===== src/rtl/clip_gen_pkg.sv =====
// Shared definitions for the clip-generation command interface: state and kind
// encodings, score limit, and the saturating add used by both ends of the link.
package clip_gen_pkg;

  localparam int unsigned SCORE_W   = 8;
  localparam logic [7:0]  SCORE_MAX = 8'd255;

  localparam logic [1:0] ST_IDLE   = 2'd0;
  localparam logic [1:0] ST_GEN    = 2'd1;
  localparam logic [1:0] ST_SCORE  = 2'd2;
  localparam logic [1:0] ST_RENDER = 2'd3;

  localparam logic KIND_MOTION = 1'b0;
  localparam logic KIND_DETAIL = 1'b1;

  // 9-bit intermediate sum clamped to SCORE_MAX
  function automatic logic [SCORE_W-1:0] sat_add(input logic [SCORE_W-1:0] a,
                                                 input logic [SCORE_W-1:0] b);
    logic [SCORE_W:0] sum;
    sum = {1'b0, a} + {1'b0, b};
    return sum[SCORE_W] ? SCORE_MAX : sum[SCORE_W-1:0];
  endfunction

endpackage


===== src/rtl/clip_gen_lfsr.sv =====
// 8-bit Galois LFSR (taps 0xB8, seed 0x01) providing 3-bit score noise.
// Used by clip_gen_responder only when SCORE_NOISE_EN is defined.
module clip_gen_lfsr (
  input  logic       clk,
  input  logic       rst_n,
  output logic [2:0] noise_o
);

  logic [7:0] lfsr_q;
  logic [7:0] lfsr_d;

  always_comb begin
    lfsr_d = lfsr_q >> 1;
    if (lfsr_q[0]) lfsr_d = lfsr_d ^ 8'hB8;
  end

  always_ff @(posedge clk or negedge rst_n) begin
    if (!rst_n) lfsr_q <= 8'h01;
    else        lfsr_q <= lfsr_d;
  end

  assign noise_o = lfsr_q[2:0];

endmodule


===== src/rtl/clip_gen_responder.sv =====
// Responder/engine model for the clip-generation command interface: accepts
// single-cycle commands, times each phase, returns saturated scores and flags
// protocol misuse. Optional macro SCORE_NOISE_EN adds LFSR noise to scores.
module clip_gen_responder
  import clip_gen_pkg::*;
#(
  parameter int unsigned GEN_CYC       = 4,
  parameter int unsigned SCORE_CYC     = 2,
  parameter int unsigned RENDER_CYC    = 8,
  parameter int unsigned MOTION_GAIN   = 30,
  parameter int unsigned DETAIL_OFFSET = 20
) (
  input  logic       clk,
  input  logic       rst,
  input  logic       make_motion,
  input  logic       check_motion,
  input  logic       make_detail,
  input  logic       check_detail,
  input  logic       make_video,
  input  logic [7:0] motion_prmt,
  input  logic [7:0] detail_prmt,
  output logic [7:0] motion_score,
  output logic [7:0] detail_score,
  output logic       motion_score_valid,
  output logic       detail_score_valid,
  output logic       video_done,
  output logic       busy,
  output logic       err
);

  localparam int unsigned MAX_CYC = (GEN_CYC > SCORE_CYC)
      ? ((GEN_CYC > RENDER_CYC) ? GEN_CYC : RENDER_CYC)
      : ((SCORE_CYC > RENDER_CYC) ? SCORE_CYC : RENDER_CYC);
  localparam int unsigned CNT_W = $clog2(MAX_CYC + 1);

  localparam logic [CNT_W-1:0] GEN_LOAD    = CNT_W'(GEN_CYC - 1);
  localparam logic [CNT_W-1:0] SCORE_LOAD  = CNT_W'(SCORE_CYC - 1);
  localparam logic [CNT_W-1:0] RENDER_LOAD = CNT_W'(RENDER_CYC - 1);

  logic [1:0]       state_q, state_d;
  logic             kind_q, kind_d;
  logic [CNT_W-1:0] cnt_q, cnt_d;
  logic [7:0]       motion_prmt_q, motion_prmt_d, detail_prmt_q, detail_prmt_d;
  logic             motion_gen_q, motion_gen_d, motion_chk_q, motion_chk_d;
  logic             detail_gen_q, detail_gen_d, detail_chk_q, detail_chk_d;
  logic [7:0]       motion_score_q, motion_score_d, detail_score_q, detail_score_d;
  logic             motion_valid_q, motion_valid_d, detail_valid_q, detail_valid_d;
  logic             video_done_q, video_done_d;
  logic             busy_q, busy_d;
  logic             err_q, err_d;

  logic [4:0] cmd;
  logic       any_cmd;
  logic       multi_cmd;
  logic [7:0] noise;

`ifdef SCORE_NOISE_EN
  logic [2:0] lfsr_bits;

  clip_gen_lfsr u_lfsr (
    .clk     (clk),
    .rst_n   (rst),
    .noise_o (lfsr_bits)
  );

  assign noise = {5'd0, lfsr_bits};
`else
  assign noise = 8'd0;
`endif

  assign cmd       = {make_video, check_detail, make_detail, check_motion, make_motion};
  assign any_cmd   = |cmd;
  assign multi_cmd = |(cmd & (cmd - 5'd1));

  // Next-state and output logic
  always_comb begin
    state_d        = state_q;
    kind_d         = kind_q;
    cnt_d          = cnt_q;
    motion_prmt_d  = motion_prmt_q;
    detail_prmt_d  = detail_prmt_q;
    motion_gen_d   = motion_gen_q;
    motion_chk_d   = motion_chk_q;
    detail_gen_d   = detail_gen_q;
    detail_chk_d   = detail_chk_q;
    motion_score_d = motion_score_q;
    detail_score_d = detail_score_q;
    motion_valid_d = 1'b0;
    detail_valid_d = 1'b0;
    video_done_d   = 1'b0;
    err_d          = err_q;

    if (state_q != ST_IDLE && any_cmd) err_d = 1'b1;

    case (state_q)
      ST_IDLE: begin
        if (multi_cmd) begin
          err_d = 1'b1;
        end else if (make_motion) begin
          motion_prmt_d = motion_prmt;
          kind_d        = KIND_MOTION;
          state_d       = ST_GEN;
          cnt_d         = GEN_LOAD;
        end else if (make_detail) begin
          detail_prmt_d = detail_prmt;
          kind_d        = KIND_DETAIL;
          state_d       = ST_GEN;
          cnt_d         = GEN_LOAD;
        end else if (check_motion) begin
          if (motion_gen_q) begin
            kind_d  = KIND_MOTION;
            state_d = ST_SCORE;
            cnt_d   = SCORE_LOAD;
          end else begin
            err_d = 1'b1;
          end
        end else if (check_detail) begin
          if (detail_gen_q) begin
            kind_d  = KIND_DETAIL;
            state_d = ST_SCORE;
            cnt_d   = SCORE_LOAD;
          end else begin
            err_d = 1'b1;
          end
        end else if (make_video) begin
          if (motion_chk_q && detail_chk_q) begin
            state_d = ST_RENDER;
            cnt_d   = RENDER_LOAD;
          end else begin
            err_d = 1'b1;
          end
        end
      end
      ST_GEN: begin
        if (cnt_q == '0) begin
          state_d = ST_IDLE;
          if (kind_q == KIND_MOTION) begin
            motion_gen_d = 1'b1;
            motion_chk_d = 1'b0;
          end else begin
            detail_gen_d = 1'b1;
            detail_chk_d = 1'b0;
          end
        end else begin
          cnt_d = cnt_q - 1'b1;
        end
      end
      ST_SCORE: begin
        if (cnt_q == '0) begin
          state_d = ST_IDLE;
          if (kind_q == KIND_MOTION) begin
            motion_score_d = sat_add(sat_add(motion_prmt_q, 8'(MOTION_GAIN)), noise);
            motion_valid_d = 1'b1;
            motion_chk_d   = 1'b1;
          end else begin
            detail_score_d = sat_add(sat_add({1'b0, detail_prmt_q[7:1]},
                                             8'(DETAIL_OFFSET)), noise);
            detail_valid_d = 1'b1;
            detail_chk_d   = 1'b1;
          end
        end else begin
          cnt_d = cnt_q - 1'b1;
        end
      end
      ST_RENDER: begin
        if (cnt_q == '0) begin
          state_d      = ST_IDLE;
          video_done_d = 1'b1;
          motion_gen_d = 1'b0;
          motion_chk_d = 1'b0;
          detail_gen_d = 1'b0;
          detail_chk_d = 1'b0;
        end else begin
          cnt_d = cnt_q - 1'b1;
        end
      end
      default: state_d = ST_IDLE;
    endcase

    busy_d = (state_d != ST_IDLE);
  end

  always_ff @(posedge clk or negedge rst) begin
    if (!rst) begin
      state_q        <= ST_IDLE;
      kind_q         <= KIND_MOTION;
      cnt_q          <= '0;
      motion_prmt_q  <= '0;
      detail_prmt_q  <= '0;
      motion_gen_q   <= 1'b0;
      motion_chk_q   <= 1'b0;
      detail_gen_q   <= 1'b0;
      detail_chk_q   <= 1'b0;
      motion_score_q <= '0;
      detail_score_q <= '0;
      motion_valid_q <= 1'b0;
      detail_valid_q <= 1'b0;
      video_done_q   <= 1'b0;
      busy_q         <= 1'b0;
      err_q          <= 1'b0;
    end else begin
      state_q        <= state_d;
      kind_q         <= kind_d;
      cnt_q          <= cnt_d;
      motion_prmt_q  <= motion_prmt_d;
      detail_prmt_q  <= detail_prmt_d;
      motion_gen_q   <= motion_gen_d;
      motion_chk_q   <= motion_chk_d;
      detail_gen_q   <= detail_gen_d;
      detail_chk_q   <= detail_chk_d;
      motion_score_q <= motion_score_d;
      detail_score_q <= detail_score_d;
      motion_valid_q <= motion_valid_d;
      detail_valid_q <= detail_valid_d;
      video_done_q   <= video_done_d;
      busy_q         <= busy_d;
      err_q          <= err_d;
    end
  end

  assign motion_score       = motion_score_q;
  assign detail_score       = detail_score_q;
  assign motion_score_valid = motion_valid_q;
  assign detail_score_valid = detail_valid_q;
  assign video_done         = video_done_q;
  assign busy               = busy_q;
  assign err                = err_q;

endmodule


===== config.mk =====
export PLATFORM = sky130hd
export DESIGN_NAME = clip_gen_responder
export DESIGN_NICKNAME = d
export VERILOG_FILES = /design/src/rtl/clip_gen_pkg.sv /design/src/rtl/clip_gen_lfsr.sv /design/src/rtl/clip_gen_responder.sv
export SDC_FILE = /design/constraint.sdc
export NUM_CORES = 1
export LEC_CHECK = 0
export CORE_MARGIN = 10
export CORE_UTILIZATION = 46
export CTS_BUF_LIST = sky130_fd_sc_hd__clkbuf_16
export DETAILED_ROUTE_END_ITERATION = 10
export HOLD_SLACK_MARGIN = 0.05
export PLACE_DENSITY = 0.76
export SLEW_MARGIN = 20
export SYNTH_ARGS = -nofsm -noshare
export SYNTH_HDL_FRONTEND = slang
export SYNTH_SLANG_ARGS = --single-unit

===== constraint.sdc =====
create_clock -name clk -period 1.7 [get_ports clk]
set_input_delay 0.255 -clock clk [delete_from_list [all_inputs] [get_ports clk]]
set_output_delay 0.255 -clock clk [all_outputs]
set_load 0.03 [all_outputs]

* Yosys cells after proc, flatten, opt, wreduce, memory -nomap -nowiden
Index checks and enable logic that the tools add are counted.
** Word-level totals
- Register bits :: 48
- Input port bits :: 23
- Output and inout port bits :: 21
- Word-level logic and storage cells :: 126
** Cells by class
- Add/sub/neg operators :: 4
- Equal/unequal tests :: 17
- Multiplexer cells :: 62
- Bitwise gates (word level) :: 4
- Reductions and logical operators :: 23
** Operator list (number)
- two-way mux 4 bit :: 10
- two-way mux 1 bit :: 34
- two-way mux 2 bit :: 10
- inequality test 2 bit (second input constant) :: 9
- inequality test 6 bit (second input constant) :: 3
- AND reduction 6 bit :: 3
- two-way mux 8 bit :: 2
- AND reduction 4 bit :: 3
- OR reduction 5 bit :: 2
- adder 8 x 5 -> 9 bit (second input constant) :: 1
- AND reduction 3 bit :: 3
- adder 7 x 5 -> 8 bit (second input constant) :: 1
- one-hot mux 4 bit (2 select lines) :: 1
- nonzero test 4 bit :: 2
- one-hot mux 1 bit (3 select lines) :: 2
- nonzero test 2 bit :: 3
- bitwise AND 5 bit :: 1
- inequality test 5 bit (second input constant) :: 1
- AND reduction 5 bit :: 1
- subtractor 5 x 1 -> 5 bit (second input constant) :: 1
- == test 2 bit (second input constant) :: 2
- zero test 4 bit :: 1
- inequality test 4 x 2 -> 1 bit (second input constant) :: 1
- one-hot mux 1 bit (2 select lines) :: 2
- other kinds (8) :: 11

* Depth between registers and ports, before layout
- Depth in word-level cells :: 11
- Depth in mapped cells :: 8
- Gate-level depth less buffers :: 8

* Least setup slack after synthesis
No wires, ideal clock.
- Path type :: reg-to-reg
- From :: register cnt_q[0]
- To :: register cnt_q[2]
- Arrival :: 1.677 ns
- Required time :: 1.575 ns
- Path slack :: -0.102 ns
- Cell stages (with the launch flop) :: 7
- Period minus slack after synthesis :: 1.802 ns
- Cell sequence :: dfrtp_1 -> inv_1 -> ha_1 -> nor3b_2 -> nor2_1 -> a21oi_2 -> mux2_4
** Between the ends
- Cells in the longest elaborated chain, start to end :: 3
** Ends and longest elaborated chain
- start: declaration :: line clip_gen_responder.sv:42 : logic [CNT_W-1:0] cnt_q, cnt_d;
- start signal: assignment :: line clip_gen_responder.sv:204 : cnt_q <= cnt_d;
- subtractor 4 x 1 -> 4 bit or zero test 4 bit (tied branches)
- two-way mux 4 bit or inequality test 2 bit (tied branches)
- one-hot mux 4 bit (2 select lines) or AND reduction 6 bit (tied branches)
Several ways; a longest one is shown, not always the timed one. The select of a mux whose other input is x is not followed.
A chain may end at the register's enable or synchronous reset.

* Worst setup path after layout
- From :: register detail_chk_q
- To :: register cnt_q[2]
** Between the ends
- Cells in the longest elaborated chain, start to end :: 3
** Ends and longest elaborated chain
- start: declaration :: line clip_gen_responder.sv:45 : logic detail_gen_q, detail_gen_d, detail_chk_q, detail_chk_d;
- start signal: assignment :: line clip_gen_responder.sv:210 : detail_chk_q <= detail_chk_d;
- logical AND 1 bit :: line clip_gen_responder.sv:126 : if (motion_chk_q && detail_chk_q) begin
- inequality test 6 bit (no source line)
- AND reduction 6 bit (no source line)
Every way passes these cells.

==> results list <==
- Global-route congestion overflow total: 0
- Summing the areas of all and, or, nand and nor instances in the mapped netlist gives 16.9% of the synthesized area.
* FMAX: 0.608 GHz
- Worst Setup Path Type: flip-flop to flip-flop
* Worst Tran Pin Value: 0.589 ns
- Setup violations remaining at the end of the flow were counted as 0.
- Max-Cap Viols: 0
- Proportion of layout cells with a drive suffix above 1: 22.8%
* Detailed-route via count: 1720
* Req. time, crit path: 1.87 ns
- Post-route clock period utilization: 96.7%
- Adder and majority gate portion of the synthesized area: 2.25%
* DRT Pass-1 Iters: 4
- Portion of synthesized cell area occupied by the leading cell type: 54.2%
- In the synthesized netlist, mux cells make up 8.93% of the area.
- I/O Pins: 44
- Starting density of the core: 48.5%
- The H-tree was split into 2 levels.
- Of all cell types, the one taking the most synthesized area is sky130_fd_sc_hd__dfrtp_1.
- The die is 88.7 µm tall.
- After synthesis, the largest family of logic cells by area is simple AND/OR/NAND/NOR gates.
- Post-layout power: 4.58 mW
- Number of warnings printed during yosys synthesis: 0
- In this run the static leakage power is 1.44 nW.
* Sequential share of the synthesized area: 54.2%
- The initialized floorplan defines 24 standard-cell rows.
* Number of cells in the design after placement: 318
- Max-slew headroom: 60.7%
* Number of distinct library cell variants in the gate-level netlist after synthesis: 41
- The later pin in the worst-skew pair is clocked with a latency of 0.28 ns.
- Final Skew: 0.00364 ns
* Cell types occupying the most area after synthesis: sky130_fd_sc_hd__dfrtp_1 54%, sky130_fd_sc_hd__mux2_2 7.8%, sky130_fd_sc_hd__nand2_1 4.3%
* CP Capture Type: flip-flop
- Antenna fix cells: 0
- Entering global routing, the biggest net connects 48 pins.
- Wirelength per Cell: 14.4 µm
- Non-filler instance count after layout: 328
- For this run, design rule violations remaining after detail routing come to 0.
- Clock root cell: sky130_fd_sc_hd__clkbuf_16
* Drt initial violations: 60
- Global-route total usage across every layer: 13.0%
- Register-to-Register Setup Slack: 0.06 ns
- Of the total synthesized cell area, the portion taken by XOR and XNOR cells is 2.82%.
- Final number of max-transition violations: 0
* PortBufs: 42
- Compound-cell area share of the yosys netlist: 12.5%
- The cell count after synthesis came out at 204.
- Final Net Count: 301
- For this run, asynchronously set or reset flops after synthesis account for 100%.
- The number of nets handed over by synthesis was 230.
* Number of enable flip-flop cells after synthesis: 0
- Worst path setup slack after routing: 0.0564 ns
- Synthesized area: 2170 µm²
- Deepest clock path buffer count: 2
- The congestion estimate from routability-driven global placement came to 0.881.
- Setup repair after global routing missed its margin: yes
* Overall die width: 88.7 µm
* Number of global-route vias before repair: 1766
- Relative to the synthesized area, the layout overhead comes to 37.9%.
* Area enclosed by the die boundary: 7870 µm²
- Core area: 4470 µm²
- Counting every sink on the clock net gives 47.
* Number of buffers created by CTS: 5
* Final critical delay including setup and external delays: 1.64 ns
* Largest vdd supply drop: 0.783 mV
- HPWL after detailed placement: 3530 µm
- The initial antenna violation count came to 0.
- Top cells by instance count after synthesis: 47 x sky130_fd_sc_hd__dfrtp_1, 25 x sky130_fd_sc_hd__nand2_1, 18 x sky130_fd_sc_hd__nor2_1, 18 x sky130_fd_sc_hd__o21ai_0, 15 x sky130_fd_sc_hd__mux2_2
- The hold violation total from the final report is 0.
- Wires add up to 4730 µm.
* Crit path launch type: flip-flop
* Count of hold buffers inserted by post-cts repair: 0
- In this run the power density over the cells is 1530 nW/µm².
- Status: finished, final reports clean
- The detail route stage leaves a number of antenna-violating nets equal to 0.
- In the synthesized netlist the dominant register cell turns out to be sky130_fd_sc_hd__dfrtp_1.
- Most frequent cell after synthesis: sky130_fd_sc_hd__dfrtp_1
* Clock-pin slew on the worst setup and hold paths: 0.06 ns
- Prior to clock tree synthesis, the placed netlist has a worst setup slack of -0.305 ns.
- Crit path DAT: 1.81 ns
* Number of flip-flops and latches in the synthesized netlist: 47
- A synthesized cell averages 10.6 µm².
- Wire length of the first global-routing pass: 8140 µm
- TritonCTS clock tree: done
- Hold/Removal Path Class: input pin to async pin
- In the routed layout, each cell is associated on average with a via count of 5.24.
- In this run the worst path has a maximum fanout of 4.
==> cell type report <==
| type | instances | area [µm²] |
|---|---|---|
| fill | 358 | 1480 |
| timing repair buffer | 68 | 623 |
| multi-input combinational | 143 | 953 |
| sequential | 47 | 1180 |
| clock inverter | 3 | 12.5 |
| clock buffer | 5 | 125 |
| inverter | 10 | 38.8 |
| tap | 52 | 65.1 |
==> cell families (layout without fill, tap and decap cells) <==
| group | Yosys count | count (layout) |
|---|---|---|
| and+or+nand+nor | 70 | 70 |
| DFF | 47 | 47 |
| AOI/OAI and AO/OA | 45 | 45 |
| muxes | 17 | 17 |
| buffers and inverters | 14 | 86 |
| xor gates and xnor gates | 7 | 7 |
| adders and majority gates | 4 | 4 |
==> critical path: stages, from the launching register on <==
cell and delay (ns):
sky130_fd_sc_hd__dfrtp_1 0.43, sky130_fd_sc_hd__nand3_1 0.14, sky130_fd_sc_hd__o21ai_0 0.15, sky130_fd_sc_hd__or2_2 0.33, sky130_fd_sc_hd__a21oi_2 0.18, sky130_fd_sc_hd__mux2_4 0.31
==> path summary, 6_finish.rpt <==
path / start / endpoint / depth (start not counted)
setup / recovery: detail_chk_q / cnt_q[2] / 5
hold / removal: rst / busy / 2
setup reg to reg: detail_chk_q / cnt_q[2] / 5
hold reg to reg: detail_prmt_q[2] / detail_score[1] / 2
max in group asynchronous: rst / detail_chk_q / 2
min in group clk: check_motion / kind_q / 3
==> layout by cell type, fill, tap and decap left out, drive strengths merged, types with 2 or more instances in the layout <==
| cell type | instances |
|---|---|
| clkdlybuf4s50 | 36 |
| dfrtp | 47 |
| dlymetal6s2s | 5 |
| nor4 | 2 |
| nand3 | 6 |
| a211oi | 2 |
| inv | 11 |
| nor2 | 19 |
| ha | 3 |
| o31ai | 4 |
| nand4b | 2 |
| clkbuf | 5 |
| mux2 | 16 |
| clkinv | 2 |
| buf | 27 |
| nand2 | 25 |
| nand2b | 2 |
| o21ai | 18 |
| nor3 | 3 |
| or2 | 4 |
| xnor2 | 2 |
| xor2 | 5 |
| a31oi | 6 |
| a21oi | 10 |
| nor3b | 2 |
==> flip-flops by register name, summed over array words and instances, names as in the netlist <==
| register | count |
|---|---|
| kind_q | 1 |
| detail_chk_q | 1 |
| motion_prmt_q | 8 |
| detail_score_valid | 1 |
| err | 1 |
| state_q | 2 |
| detail_score | 8 |
| motion_score | 8 |
| motion_score_valid | 1 |
| motion_chk_q | 1 |
| detail_prmt_q | 7 |
| motion_gen_q | 1 |
| video_done | 1 |
| busy | 1 |
| detail_gen_q | 1 |
| cnt_q | 4 |
==> metrics by stage <==
| step | TNS, ns | hold slack, ns | area [µm²] | util, % |
|---|---|---|---|---|
| 2_1_floorplan | -0.0180 | -0.0406 | 2180 | - |
| 3_3_place_gp | -5.20 | 0.376 | 2820 | 63.1 |
| 3_5_place_dp | -5.64 | 0.386 | 2820 | 63.1 |
| 4_1_cts | 0 | 0.0889 | 2960 | 66.2 |
| 5_1_grt | -0.0956 | 0.111 | 2990 | 66.9 |
| 6_report | 0 | 0.0626 | 2990 | 66.9 |
==> metal layers <==
| layer | part of all wire (%) | global-route usage, % | up-vias |
|---|---|---|---|
| met3 | 5.9 | 3.31 | 4 |
| met1 | 45 | 16.6 | 807 |
| li1 | - | - | 866 |
| met2 | 48 | 20.1 | 43 |
| met5 | 0 | 0 | - |
| met4 | 1.2 | 5.87 | 0 |
==> power by group <==
| part | switching (mW) | internal (mW) | total (mW) |
|---|---|---|---|
| registers | 0.314 | 1.49 | 1.81 |
| clock network | 0.381 | 0.531 | 0.912 |
| logic | 0.938 | 0.924 | 1.86 |
| total | 1.63 | 2.95 | 4.58 |
==> what timing repair did <==
action,in CTS,in global routing
setup endpoints to repair,1,27
gates resized for setup,0,8
pin swaps,1,3
setup buffers,0,2
gates cloned,0,0
No activity file was read; power rests on OpenSTA's default activity.
